`src/rtl/pll_mon_pkg.sv`:
```
// Shared types and defaults for the PLL lock monitor.
package pll_mon_pkg;

  typedef enum logic [1:0] {IDLE, ARM, ACQUIRE, LOCKED} pll_mon_state_e;

  localparam int REF_WIN_DEF     = 16;
  localparam int CNT_W_DEF       = 12;
  localparam int TOL_DEF         = 4;
  localparam int LOCK_WINS_DEF   = 4;
  localparam int UNLOCK_WINS_DEF = 2;

  localparam logic [3:0] MULT_INVALID = 4'd0;

endpackage

```
`src/rtl/ref_edge_sync.sv`:
```
// Two-flop synchronizer plus edge flop; pulses rise for one clk cycle per
// rising edge of an asynchronous input.
module ref_edge_sync (
  input  logic clk,
  input  logic porb,
  input  logic async_in,
  output logic rise
);

  logic s1, s2, s3;

  always_ff @(posedge clk) begin
    if (!porb) begin
      s1 <= 1'b0;
      s2 <= 1'b0;
      s3 <= 1'b0;
    end else begin
      s1 <= async_in;
      s2 <= s1;
      s3 <= s2;
    end
  end

  assign rise = s2 & ~s3;

endmodule

```
`src/rtl/pll_lock_monitor.sv`:
```
// Counts clk cycles over REF_WIN reference periods and judges PLL lock
// against mult*REF_WIN, with sticky loss-of-lock / loss-of-reference flags.
module pll_lock_monitor
  import pll_mon_pkg::*;
#(
  parameter int REF_WIN     = REF_WIN_DEF,
  parameter int CNT_W       = CNT_W_DEF,
  parameter int TOL         = TOL_DEF,
  parameter int LOCK_WINS   = LOCK_WINS_DEF,
  parameter int UNLOCK_WINS = UNLOCK_WINS_DEF
) (
  input  logic             clk,
  input  logic             porb,
  input  logic             ref_clk,
  input  logic             en,
  input  logic [3:0]       mult,
  output logic             locked,
  output logic [CNT_W-1:0] meas_cnt,
  output logic             meas_valid,
  output logic             unlock_err,
  output logic             ref_lost,
  output logic             cfg_err
);

  localparam int EDGE_W = $clog2(REF_WIN + 1);
  localparam int RUN_MAX = (LOCK_WINS > UNLOCK_WINS) ? LOCK_WINS : UNLOCK_WINS;
  localparam int RUN_W = $clog2(RUN_MAX + 1);
  localparam logic [CNT_W-1:0]  CNT_MAX   = '1;
  localparam logic [EDGE_W-1:0] LAST_EDGE = EDGE_W'(REF_WIN - 1);

  logic ref_rise;

  ref_edge_sync u_ref_sync (
    .clk      (clk),
    .porb     (porb),
    .async_in (ref_clk),
    .rise     (ref_rise)
  );

  pll_mon_state_e     state;
  logic               en_q;
  logic               win_open;
  logic               win_sat;
  logic [3:0]         mult_q;
  logic [CNT_W-1:0]   cnt;
  logic [CNT_W-1:0]   cnt_inc;
  logic [CNT_W-1:0]   expected;
  logic [EDGE_W-1:0]  edge_cnt;
  logic [RUN_W-1:0]   good_run;
  logic [RUN_W-1:0]   bad_run;
  logic signed [CNT_W:0] diff;
  logic [CNT_W:0]     abs_diff;
  logic               win_good;
  logic               win_close;

  assign cnt_inc   = (cnt == CNT_MAX) ? cnt : cnt + 1'b1;
  assign win_close = win_open && ref_rise && (edge_cnt == LAST_EDGE);
  assign expected  = CNT_W'(mult_q) * CNT_W'(REF_WIN);

  // Scoring happens on the meas_valid cycle, using the registered window result.
  assign diff     = $signed({1'b0, meas_cnt}) - $signed({1'b0, expected});
  assign abs_diff = diff[CNT_W] ? $unsigned(-diff) : $unsigned(diff);
  assign win_good = !win_sat && (abs_diff <= (CNT_W+1)'(TOL));

  always_ff @(posedge clk) begin
    if (!porb) begin
      state      <= IDLE;
      en_q       <= 1'b0;
      win_open   <= 1'b0;
      win_sat    <= 1'b0;
      mult_q     <= '0;
      cnt        <= '0;
      edge_cnt   <= '0;
      good_run   <= '0;
      bad_run    <= '0;
      locked     <= 1'b0;
      meas_cnt   <= '0;
      meas_valid <= 1'b0;
      unlock_err <= 1'b0;
      ref_lost   <= 1'b0;
      cfg_err    <= 1'b0;
    end else begin
      en_q       <= en;
      meas_valid <= 1'b0;
      if (en && !en_q) begin
        unlock_err <= 1'b0;
        ref_lost   <= 1'b0;
        cfg_err    <= 1'b0;
      end
      if (!en) begin
        state    <= IDLE;
        win_open <= 1'b0;
        cnt      <= '0;
        edge_cnt <= '0;
        good_run <= '0;
        bad_run  <= '0;
        locked   <= 1'b0;
      end else begin
        if (win_open) begin
          if (win_close) begin
            meas_cnt   <= cnt_inc;
            win_sat    <= (cnt_inc == CNT_MAX);
            meas_valid <= 1'b1;
            cnt        <= '0;
            edge_cnt   <= '0;
          end else begin
            cnt <= cnt_inc;
            if (ref_rise) edge_cnt <= edge_cnt + 1'b1;
          end
        end

        case (state)
          IDLE: begin
            if (mult == MULT_INVALID) begin
              cfg_err <= 1'b1;
            end else begin
              mult_q <= mult;
              state  <= ARM;
            end
          end
          ARM: begin
            if (ref_rise) begin
              win_open <= 1'b1;
              cnt      <= '0;
              edge_cnt <= '0;
              state    <= ACQUIRE;
            end
          end
          ACQUIRE: begin
            if (!win_open) begin
              if (ref_rise) begin
                win_open <= 1'b1;
                cnt      <= '0;
                edge_cnt <= '0;
              end
            end else if (meas_valid) begin
              if (win_good) begin
                if (good_run == RUN_W'(LOCK_WINS - 1)) begin
                  state    <= LOCKED;
                  locked   <= 1'b1;
                  good_run <= '0;
                  bad_run  <= '0;
                end else begin
                  good_run <= good_run + 1'b1;
                end
              end else begin
                good_run <= '0;
              end
            end
          end
          LOCKED: begin
            if (meas_valid) begin
              if (!win_good) begin
                if (bad_run == RUN_W'(UNLOCK_WINS - 1)) begin
                  state      <= ACQUIRE;
                  locked     <= 1'b0;
                  unlock_err <= 1'b1;
                  bad_run    <= '0;
                  good_run   <= '0;
                end else begin
                  bad_run <= bad_run + 1'b1;
                end
              end else begin
                bad_run <= '0;
              end
            end
          end
          default: state <= IDLE;
        endcase

        // A full counter with no edge means the reference has gone away.
        if (win_open && (cnt == CNT_MAX) && !ref_rise) begin
          ref_lost <= 1'b1;
          locked   <= 1'b0;
          state    <= ACQUIRE;
          win_open <= 1'b0;
          cnt      <= '0;
          edge_cnt <= '0;
          good_run <= '0;
          bad_run  <= '0;
        end
      end
    end
  end

endmodule

```
`config.mk`:
```
export PLATFORM = sky130hd
export DESIGN_NAME = pll_lock_monitor
export DESIGN_NICKNAME = d
export VERILOG_FILES = /design/src/rtl/pll_mon_pkg.sv /design/src/rtl/ref_edge_sync.sv /design/src/rtl/pll_lock_monitor.sv
export SDC_FILE = /design/constraint.sdc
export NUM_CORES = 1
export LEC_CHECK = 0
export CAP_MARGIN = 20
export CORE_AREA = 10 10 85 87
export DETAILED_ROUTE_END_ITERATION = 8
export DIE_AREA = 0 0 95 97
export PLACE_DENSITY = 0.74
export SLEW_MARGIN = 25
export SYNTH_ARGS = -nofsm -noshare
export SYNTH_HDL_FRONTEND = slang
export SYNTH_HIERARCHICAL = 1
export SYNTH_SLANG_ARGS = --single-unit
```
`constraint.sdc`:
```
create_clock -name clk -period 5.44 [get_ports clk]
set_clock_uncertainty 0.15 [all_clocks]
set_input_delay 0.816 -clock clk [delete_from_list [all_inputs] [get_ports clk]]
set_output_delay 0.816 -clock clk [all_outputs]
set_load 0.005 [all_outputs]
```
==> Flow_metrics.wiki <==
{| class="wikitable"
! Metric !! Value
|-
| Core region area || around 5500 sq um
|-
| Die extent in x || 95 microns
|-
| Routed length per instance || ~15 microns
|-
| Share of the yosys chip area belonging to registers || between 30% and 40%
|-
| Worst-margin pin slew || 990 ps
|-
| Category of the critical setup timing path || reg2reg
|-
| Worst hold path type || reg2reg
|-
| Worst Hold Endpoint || u_ref_sync/s2
|-
| Cell taking the most area after synthesis || sky130_fd_sc_hd__dfxtp_1
|-
| Final period utilization || 63.5%
|-
| Post-detail-place hpwl || 5050 microns
|-
| Peak ir drop on the vdd network || around 0.00013 V
|-
| Quantity of gates resized following cts || 0
|-
| Num CTS Buffers || 5
|-
| Routing layer with the top usage in global route || met2
|-
| Number of detailed-route iterations in the first pass || 5
|-
| Antenna Nets Post-Route || 0
|-
| Crit path launch type || flip-flop
|-
| Worst slack at placement || 2010 ps
|-
| Reported max-cap violation count || 0
|-
| Count of state elements after synthesis || between 50 and 60
|-
| RR Startpoint || meas_cnt[4]
|-
| Diode insertion count for antenna repair || 0
|-
| Total instance count after detailed placement || 442
|-
| Number of instances on the worst hold path || 1
|-
| Ranking of synthesized cells by area || sky130_fd_sc_hd__dfxtp_1 (35%), sky130_fd_sc_hd__nor2_1 (5.2%), sky130_fd_sc_hd__ha_1 (5.1%)
|-
| WP data arrival || around 3500 ps
|-
| Number of global-route vias before repair || around 2.5k
|-
| Peak fanout along the critical path || 6
|-
| Setup repair after global routing missed its margin || false
|-
| First-pass GRT wire length || roughly 11000 microns
|-
| Number of hold buffers added after cts || 0
|-
| Number of fill cells || roughly 520
|-
| Final number of hold-violating endpoints || 0
|-
| Number of flops mapped to enable cells by yosys || 0
|-
| Post-synthesis average cell area || 8.23 sq um
|-
| Final setup fails || 0
|-
| Number of vias per cell || 5.77
|-
| Headroom to the max-slew limit || about 33%
|-
| Reg2Reg Capture Point || good_run[1]
|-
| Layout cell share with drive strength beyond 1 || between 5 and 6%
|-
| Total DRC errors in the routed layout || 0
|-
| Net switching power || 0.250 mW
|-
| Area Overhead vs Synth || 12.4%
|-
| Total standard cell area after synthesis || around 3000 sq um
|-
| Combinational cell fraction of total power || between 20% and 30%
|-
| Overall via count from detail_route || between 2k and 3k
|-
| Register-to-register setup slack || about 2000 ps
|-
| Synthesized Nets || approximately 380
|-
| Final min period || 3450 ps
|-
| Achievable Freq || 290 MHz
|-
| Leakage Power || ~1.2 nW
|-
| Status || finished, final reports clean
|-
| Worst-case clock buffer depth || 2
|-
| Capturing element type of the critical path || flip-flop
|-
| Number of distinct standard cells referenced by the synthesized netlist || 55
|-
| Largest net degree at the start of global routing || 26
|-
| Proportion of power drawn by flip-flops and latches || just under 50%
|-
| Sum of internal, switching and leakage power || 0.824 mW
|-
| Die Area || 9220 sq um
|-
| Pins over their slew limit || 0
|-
| Clock Pin Slew Worst Setup and Hold Paths || approximately 100 ps
|-
| GRT overflow || 0
|-
| Most common flop cell mapped by yosys || sky130_fd_sc_hd__dfxtp_1
|-
| Warning count from the yosys run || 6
|-
| Clock Sinks || 52
|-
| Setup TNS || 0 ps
|-
| 1st-iter DRT viols || ~130
|-
| Non-filler instance count after layout || 450
|-
| Port buffer count || 24
|-
| Post-layout nets || 398
|-
| Fraction of met2 tracks used by global routing || 22.6%
|-
| Routed Wire Length || 6570 microns
|-
| Effective utilization at floorplan || roughly 54%
|-
| Total power density per cell area || about 250 nW/um^2
|-
| R2r worst-path depth || 11
|-
| Number of placement rows || 27
|-
| H-tree levels || 2
|-
| Fraction of post-synthesis cell area in the top cell type by area || around 35%
|-
| Post-CTS setup buffer count || 0
|-
| HP Start || u_ref_sync/s1
|-
| FFs w/ async S/R, synth || 0%
|-
| Internal power contribution || about 0.57 mW
|-
| Io pins || 25
|-
| Die span in y || around 97 microns
|-
| Initial antenna violation count || 0
|-
| Global Route met1 Usage || between 10% and 20%
|-
| Cell at the root of the clock tree || sky130_fd_sc_hd__clkbuf_8
|-
| Final weighted congestion in routability-driven placement || about 0.85
|-
| GR met3 Demand/Resource || under 10%
|-
| Final worst setup slack || 1990 ps
|-
| Net switching fraction of the power || a little under a third
|-
| Post-synthesis cell count || about 360
|-
| Insertion delay to the later sink of the worst-skew pair || about 310 ps
|-
| Relative contribution of the clock network to total power || around 28%
|-
| Required time of the critical path || between 5000 and 6000 ps
|-
| Clock tree from TritonCTS || built
|-
| GRT Resource Usage Total || 14.5%
|}
area by class of cell:
cell class | instances | area [sq um] | share of cell area, %
Inverter | 13 | 48.8 | 1.47
Tap cell | 72 | 90.1 | 2.72
Timing Repair Buffer | 24 | 240 | 7.25
Clock buffer | 6 | 82.6 | 2.49
Clock inverter | 2 | 15.0 | 0.453
Multi-Input combinational cell | 281 | 1790 | 54.2
Sequential cell | 52 | 1040 | 31.4
flip-flops by register name (all words and copies together), names as in the netlist:
signal	flops
win_open	1
win_sat	1
unlock_err	1
mult_q	4
u_ref_sync/s3	1
u_ref_sync/s2	1
cnt	12
good_run	3
ref_lost	1
meas_cnt	12
cfg_err	1
meas_valid	1
bad_run	3
edge_cnt	5
locked	1
state	2
en_q	1
u_ref_sync/s1	1
through the flow:
step                hold slack (ps)  utilization, %  area, sq um
floorplan                       256               -         2950
global placement                259            58.7         3210
detailed placement              272            58.7         3210
CTS                             296            60.5         3310
global route                    318            60.5         3310
finish                          293            60.5         3310
synthesized netlist by cell type, drive strengths merged (5+ instances only):
library cell	n
a21boi	6
a21oi	25
a22oi	6
and2	9
clkbuf	11
dfxtp	52
ha	12
inv	13
mux2i	7
nand2	36
nand3	8
nand4	8
nor2	41
nor2b	11
nor3	14
nor3b	6
o211a	5
o21ai	17
xnor2	7
worst max-delay path by stage:
| stage | endpoint | cells after the start | start | slack [ps] |
|---|---|---|---|---|
| after floorplan | bad_run[2] | 12 | meas_cnt[4] | 2300 |
| after global placement | good_run[0] | 11 | meas_cnt[4] | 2090 |
| after detailed placement | good_run[1] | 11 | meas_cnt[4] | 2010 |
| after CTS | good_run[1] | 11 | meas_cnt[4] | 1980 |
| after global routing | good_run[1] | 11 | meas_cnt[4] | 1750 |
| final | good_run[1] | 11 | meas_cnt[4] | 1990 |
power by group through the flow:
stage	Clock (mW)	Sequential [mW]	Combinational [mW]
floorplan	0	0.404	0.162
global placement	0	0.405	0.191
detailed placement	0	0.405	0.192
finish	0.233	0.396	0.195
CTS	0.235	0.396	0.194
global route	0.253	0.398	0.216
worst max-delay path: stages (launching register included):
cell and delay [ps]:
sky130_fd_sc_hd__dfxtp_1 330, sky130_fd_sc_hd__inv_1 50, sky130_fd_sc_hd__ha_1 170, sky130_fd_sc_hd__inv_1 60, sky130_fd_sc_hd__fa_1 440, sky130_fd_sc_hd__a21o_2 240, sky130_fd_sc_hd__a211oi_1 440, sky130_fd_sc_hd__mux2i_1 190
sky130_fd_sc_hd__nor4b_4 450, sky130_fd_sc_hd__a21boi_0 210, sky130_fd_sc_hd__o211ai_1 390, sky130_fd_sc_hd__mux2i_1 240
cell families (layout without fill, tap and decap cells):
group	after synthesis	count (layout)	share of synthesized area, %
AOI/OAI and AO/OA	90	90	20.8
DFF	52	52	35.3
and+or+nand+nor	160	160	28.6
buffers and inverters	25	45	3.74
xor gates and xnor gates	10	10	2.97
adders and majority gates	13	13	5.78
muxes	8	8	2.76
cells in the final DEF, fill, tap and decap left out, types with 10 or more instances in the layout:
cell type,instances
sky130_fd_sc_hd__inv_1,13
sky130_fd_sc_hd__nand2_1,36
sky130_fd_sc_hd__dfxtp_1,52
sky130_fd_sc_hd__clkdlybuf4s50_1,24
sky130_fd_sc_hd__a21oi_1,25
sky130_fd_sc_hd__nor2b_1,10
sky130_fd_sc_hd__o21ai_0,17
sky130_fd_sc_hd__nor2_1,41
sky130_fd_sc_hd__ha_1,12
sky130_fd_sc_hd__nor3_1,14
layer usage:
metal / wire, microns / share of wire (%) / vias to the layer above
met4: 38 / 0.58 / 0
met5: 0 / 0 / -
met3: 338 / 5.1 / 6
met2: 3020 / 46 / 57
li1: - / - / 1326
met1: 3160 / 48 / 1207
Power figures use the tool's default switching activity.
